==> config.mk <==
export PLATFORM = sky130hd
export DESIGN_NAME = rom_port_arbiter
export DESIGN_NICKNAME = d
export VERILOG_FILES = /design/src/rtl/rom_port_arbiter.sv
export SDC_FILE = /design/constraint.sdc
export NUM_CORES = 1
export LEC_CHECK = 0
export CAP_MARGIN = 40
export CORE_UTILIZATION = 47
export CTS_BUF_LIST = sky130_fd_sc_hd__clkbuf_8
export CTS_CLUSTER_SIZE = 10
export DETAILED_ROUTE_END_ITERATION = 12
export PLACE_DENSITY_LB_ADDON = 0.12
export SYNTH_ARGS = -nofsm -noshare
export SYNTH_HDL_FRONTEND = slang
export SYNTH_SLANG_ARGS = --single-unit
==> constraint.sdc <==
create_clock -name clk_sys -period 5.2 [get_ports clk_sys]
set_input_delay 1.04 -clock clk_sys [delete_from_list [all_inputs] [get_ports clk_sys]]
set_output_delay 1.04 -clock clk_sys [all_outputs]
set_load 0.03 [all_outputs]
==> src/rtl/rom_port_arbiter.sv <==
// rtl/rom_port_arbiter.sv - ROM port sequencer: download writes, game reset hold, round-robin CPU/sound reads
// Define ROM_ARB_CHECKSUM_EN to build the download checksum on dl_sum.
module rom_port_arbiter #(
  parameter int                ADDR_W      = 17,
  parameter logic [ADDR_W-1:0] SND_BASE    = 17'h08000,
  parameter int                HOLD_CYCLES = 1024
) (
  input  logic              clk_sys,
  input  logic              reset_n,
  input  logic              dl_download,
  input  logic              dl_wr,
  input  logic [ADDR_W-1:0] dl_addr,
  input  logic [7:0]        dl_data,
  input  logic              cpu_req,
  input  logic [14:0]       cpu_addr,
  output logic              cpu_ack,
  output logic [7:0]        cpu_data,
  input  logic              snd_req,
  input  logic [13:0]       snd_addr,
  output logic              snd_ack,
  output logic [7:0]        snd_data,
  output logic [ADDR_W-1:0] mem_addr,
  output logic              mem_we,
  output logic [7:0]        mem_din,
  input  logic [7:0]        mem_dout,
  output logic              game_reset,
  output logic [7:0]        dl_sum
);

  localparam int CNT_W = (HOLD_CYCLES > 1) ? $clog2(HOLD_CYCLES) : 1;
  localparam logic [CNT_W-1:0] HOLD_INIT = CNT_W'(HOLD_CYCLES - 1);

  typedef enum logic [1:0] {S_HOLD, S_LOAD, S_RUN} top_t;
  typedef enum logic [1:0] {R_IDLE, R_ISSUE, R_CAPT} rd_t;

  top_t             r_state, w_state_nxt;
  rd_t              r_rd, w_rd_nxt;
  logic [CNT_W-1:0] r_cnt, w_cnt_nxt;

  logic              r_last_snd;
  logic              r_cpu_ack, r_snd_ack, r_mem_we;
  logic [7:0]        r_cpu_data, r_snd_data, r_mem_din;
  logic [ADDR_W-1:0] r_mem_addr;

  logic              w_load_entry, w_wr_accept, w_grant, w_pick_snd, w_done;
  logic [ADDR_W-1:0] w_snd_addr;

  always_ff @(posedge clk_sys or negedge reset_n) begin
    if (!reset_n) begin
      r_state <= S_HOLD;
      r_rd    <= R_IDLE;
      r_cnt   <= HOLD_INIT;
    end else begin
      r_state <= w_state_nxt;
      r_rd    <= w_rd_nxt;
      r_cnt   <= w_cnt_nxt;
    end
  end

  // A download preempts everything, including a read already in flight.
  always_comb begin
    w_state_nxt = r_state;
    w_rd_nxt    = r_rd;
    w_cnt_nxt   = r_cnt;
    if (dl_download) begin
      w_state_nxt = S_LOAD;
      w_rd_nxt    = R_IDLE;
    end else begin
      case (r_state)
        S_LOAD: begin
          w_state_nxt = S_HOLD;
          w_cnt_nxt   = HOLD_INIT;
        end
        S_HOLD: begin
          if (r_cnt == '0) w_state_nxt = S_RUN;
          else             w_cnt_nxt   = r_cnt - CNT_W'(1);
        end
        S_RUN: begin
          case (r_rd)
            R_IDLE:  if (cpu_req || snd_req) w_rd_nxt = R_ISSUE;
            R_ISSUE: w_rd_nxt = R_CAPT;
            default: w_rd_nxt = R_IDLE;
          endcase
        end
        default: w_state_nxt = S_HOLD;
      endcase
    end
  end

  always_comb begin
    w_load_entry = dl_download && (r_state != S_LOAD);
    w_wr_accept  = (r_state == S_LOAD) && dl_wr;
    w_grant      = !dl_download && (r_state == S_RUN) && (r_rd == R_IDLE) && (cpu_req || snd_req);
    w_pick_snd   = snd_req && (!cpu_req || !r_last_snd);
    w_done       = !dl_download && (r_state == S_RUN) && (r_rd == R_CAPT);
    w_snd_addr   = SND_BASE + ADDR_W'(snd_addr);
  end

  // r_last_snd doubles as "who owns the read in flight" once a grant is made.
  always_ff @(posedge clk_sys or negedge reset_n) begin
    if (!reset_n) begin
      r_last_snd <= 1'b1;
      r_cpu_ack  <= 1'b0;
      r_snd_ack  <= 1'b0;
      r_mem_we   <= 1'b0;
      r_cpu_data <= 8'h00;
      r_snd_data <= 8'h00;
      r_mem_din  <= 8'h00;
      r_mem_addr <= '0;
    end else begin
      r_mem_we  <= w_wr_accept;
      r_cpu_ack <= 1'b0;
      r_snd_ack <= 1'b0;
      if (w_wr_accept) begin
        r_mem_addr <= dl_addr;
        r_mem_din  <= dl_data;
      end else if (w_grant) begin
        r_mem_addr <= w_pick_snd ? w_snd_addr : ADDR_W'(cpu_addr);
        r_last_snd <= w_pick_snd;
      end
      if (w_done) begin
        if (r_last_snd) begin
          r_snd_ack  <= 1'b1;
          r_snd_data <= mem_dout;
        end else begin
          r_cpu_ack  <= 1'b1;
          r_cpu_data <= mem_dout;
        end
      end
    end
  end

`ifdef ROM_ARB_CHECKSUM_EN
  logic [7:0] r_dl_sum;

  always_ff @(posedge clk_sys or negedge reset_n) begin
    if (!reset_n)         r_dl_sum <= 8'h00;
    else if (w_load_entry) r_dl_sum <= 8'h00;
    else if (w_wr_accept)  r_dl_sum <= r_dl_sum + dl_data;
  end

  assign dl_sum = r_dl_sum;
`else
  assign dl_sum = 8'h00;
`endif

  assign cpu_ack    = r_cpu_ack;
  assign snd_ack    = r_snd_ack;
  assign cpu_data   = r_cpu_data;
  assign snd_data   = r_snd_data;
  assign mem_addr   = r_mem_addr;
  assign mem_we     = r_mem_we;
  assign mem_din    = r_mem_din;
  assign game_reset = (r_state != S_RUN);

endmodule

==> impl_metrics.csv <==
group,metric,value,unit
clocking,insertion_delay,0.34,ns
timing,post-route-period-util,0.574,
min_path,min_path_type,"flip-flop to flip-flop",
setup_path,ff2ff_setup_slack,2.93,ns
global_route,grt_pass1_wl,10800,um
detailed_routing,drt_iter0_drc,91,
power_and_ir_drop,ir_drop,184,uV
synth,synthAdderAreaFrac,0.00452,
global_route,grt_pass1_vias,2289,
final_layout,syn_to_final_growth,48.8,%
synth,synth_xor_area_frac,0,
power_and_ir_drop,seqPwrFrac,0.433,
placement,gp_congestion,0.831,
setup_path,worstSetupPathType,"flip-flop to primary output",
setup_path,rr_worst_depth,5,
synth,yosysUniqueCellTypes,41,
power_and_ir_drop,p_per_area,288,nW/um2
placement,post-place-ws,1.97,ns
clocking,cts_tree,"built",
power_and_ir_drop,p_leak,1.83,nW
setup_path,critical_path.max_fanout,10,
clocking,cts.sinks,59,
detailed_routing,viasPerCell,5.22,
clocking,htreeDepth,3,
global_route,overflow,0,
setup_path,endpoint_kind,"primary output",
synth,synth_mux_area_frac,0.116,
placement,placed_cell_area,3910,um2
synth,ys_ff_latch,59,
placement,hpwl,4740,um
die,die_h,78.7,um
global_route,grt_max_degree,60,
min_path,hold_start,"mem_din[4]$_DFFE_PN0P_",
synth,synth_edf_count,0,
synth,async_flop_share,1.00,
die,die_area,6190,um2
power_and_ir_drop,pwr-share-comb,0.205,
clocking,cts_resized,0,
detailed_routing,dr.pass1.iters,4,
power_and_ir_drop,clkPwrFrac,0.362,
synth,synth_top_family_by_area,"simple AND/OR/NAND/NOR gates",
detailed_routing,num_vias,2348,
clocking,cts_buffers,9,
final_layout,finalInstanceArea,4120,um2
power_and_ir_drop,p_sw,330,uW
die,fp.coreArea,5570,um2
min_path,timing.hold.worst_endpoint,"mem_din[4]$_DFFE_PN0P_",
die,initial_utilization,0.496,
timing,tightest_slew,0.880,ns
timing,rsz0062_at_grt,"no",
die,die_x,78.7,um
power_and_ir_drop,p_int,854,uW
timing,fmax,335,MHz
synth,synth_compound_area_frac,0.0891,
synth,ys.flop_type,"dfrtp_1",
clocking,hold_buffers,0,
synth,syn_area_per_cell,10.5,um2
clocking,post_cts_buffers,0,
setup_path,cp_data_arrival_time,1.94,ns
power_and_ir_drop,power.total,1.18,mW
die,ios,121,
die,rows,27,
detailed_routing,wl_per_cell,14.9,um
clocking,cts_max_path_buffers,2,
final_layout,diodes,0,
job,maxCapViolations,0,
synth,synth_cells,264,
power_and_ir_drop,p_sw_frac,0.279,
detailed_routing,drt.antenna.violating_nets,0,
synth,synthesis.area,2770,um2
global_route,antenna_found_initial,0,
timing,report.final.slew_viol_count,0,
timing,fin_ws,2.22,ns
timing,finClkSkew,0.00445,ns
clocking,clk_pin_slew,0.07,ns
min_path,whs_path_depth,2,
setup_path,r2r-start,"r_state[0]$_DFFE_PN0P_",
synth,ys_warn_count,0,
clocking,ctsRootBufferMaster,"clkbuf_8",
final_layout,drive_gt1_frac,0.148,
setup_path,required,4.16,ns
global_route,grt_usage,0.232,
synth,synth_simple_gate_area_share,0.196,
timing,final.setup.tns,0,ns
detailed_routing,drc_errors,0,
timing,setup_viol,0,
timing,hold_viol,0,
run_status,status,"finished clean",
synth,ys_seq_area_frac,0.539,
setup_path,cp-start-kind,"flip-flop",
setup_path,rr_endpoint,"mem_addr[7]$_DFFE_PN0P_",
final_layout,nNetsFinal,442,
timing,finalCriticalPeriod,2.98,ns
detailed_routing,drt_wl_total,6710,um
timing,max-slew-margin-rel,0.408,
placement,numPortBuffers,112,
## layer usage
| layer | track usage | part of all wire |
|---|---|---|
| met2 | 0.377 | 0.49 |
| met5 | 0 | 0 |
| met4 | 0.113 | 0.026 |
| met3 | 0.0713 | 0.073 |
| met1 | 0.278 | 0.41 |
## metrics by stage
step / hold WS (ns) / cells / util
after floorplan: 0.449 / 271 / -
after global placement: 0.464 / 432 / 0.696
after detailed placement: 0.463 / 434 / 0.702
after CTS: 0.480 / 450 / 0.738
after global routing: 0.512 / 450 / 0.738
final: 0.476 / 450 / 0.738
## power groups by stage
stage,combinational [mW],sequential [mW],clock (mW)
final,0.243,0.513,0.428
after global routing,0.260,0.517,0.453
after CTS,0.246,0.513,0.436
after detailed placement,0.244,0.520,0
after global placement,0.239,0.520,0
after floorplan,0.0687,0.570,0
## flip-flops by register name (all words and copies together) (netlist names)
register    cells
cpu_ack         1
cpu_data        8
snd_data        8
mem_addr       17
snd_ack         1
r_state         2
mem_din         8
r_last_snd      1
mem_we          1
r_rd            2
r_cnt          10
## kinds of logic after synthesis
| group | count (synthesis) |
|---|---|
| AND/OR/NAND/NOR | 108 |
| flip-flops | 59 |
| AO/OA/AOI/OAI | 35 |
| buffers and inverters | 30 |
| multiplexers | 30 |
| adder cells (fa/ha/maj) | 1 |
| other | 1 |
## cell type report
type | instances | area [um2]
fill | 415 | 1460
timing repair buffer | 115 | 1150
tap | 72 | 90.1
sequential | 59 | 1490
clock buffer | 11 | 151
clock inverter | 5 | 52.6
multi-input combinational | 182 | 1150
inverter | 6 | 22.5
## worst max-delay path, cell delays in order (launching register included)
cell and delay [ns]:
dfrtp_1 0.53, nand2b_1 0.34, clkdlybuf4s50_1 0.73
## synthesized netlist by cell type (6+ instances only)
library cell | count | share of area
nand2_1 | 49 | 0.067
dfrtp_1 | 48 | 0.43
nand3_1 | 22 | 0.040
mux2_2 | 16 | 0.065
o211ai_1 | 15 | 0.041
mux2i_1 | 14 | 0.051
dfstp_2 | 11 | 0.10
clkbuf_1 | 9 | 0.012
buf_4 | 8 | 0.022
nor2_1 | 8 | 0.011
buf_2 | 6 | 0.011
## layout by cell type, fill, tap and decap left out, types with 2 or more instances in the layout
master | synthesis | final
a21oi_1 | 5 | 5
a31oi_1 | 3 | 3
and4_1 | 2 | 2
buf_8 | 0 | 2
clkbuf_8 | 0 | 11
clkdlybuf4s50_1 | 0 | 111
clkinv_2 | 0 | 2
conb_1 | 1 | 8
dfrtp_1 | 48 | 48
dfstp_2 | 11 | 11
inv_1 | 5 | 6
mux2_2 | 16 | 16
mux2i_1 | 14 | 14
nand2_1 | 49 | 49
nand2b_1 | 3 | 3
nand3_1 | 22 | 22
nand3b_1 | 2 | 2
nand4_1 | 2 | 2
nor2_1 | 8 | 8
nor3_1 | 4 | 4
nor4_1 | 4 | 4
o211ai_1 | 15 | 15
o21ai_0 | 2 | 2
o21ai_1 | 2 | 2
o31ai_1 | 3 | 3
or2_2 | 3 | 3
or4_4 | 2 | 2
## how the worst max path moves through the flow
| stage | startpoint | end | depth (start not counted) |
|---|---|---|---|
| after detailed placement | dl_wr | mem_addr[7]$_DFFE_PN0P_ | 6 |
| final | r_state[0]$_DFFE_PN0P_ | game_reset | 2 |
| after floorplan | dl_download | r_cnt[7]$_DFFE_PN1P_ | 6 |
| after CTS | r_state[0]$_DFFE_PN0P_ | game_reset | 2 |
| after global placement | dl_wr | mem_addr[9]$_DFFE_PN0P_ | 6 |
| after global routing | r_state[0]$_DFFE_PN0P_ | game_reset | 2 |
No activity file was read; power rests on OpenSTA's default activity.
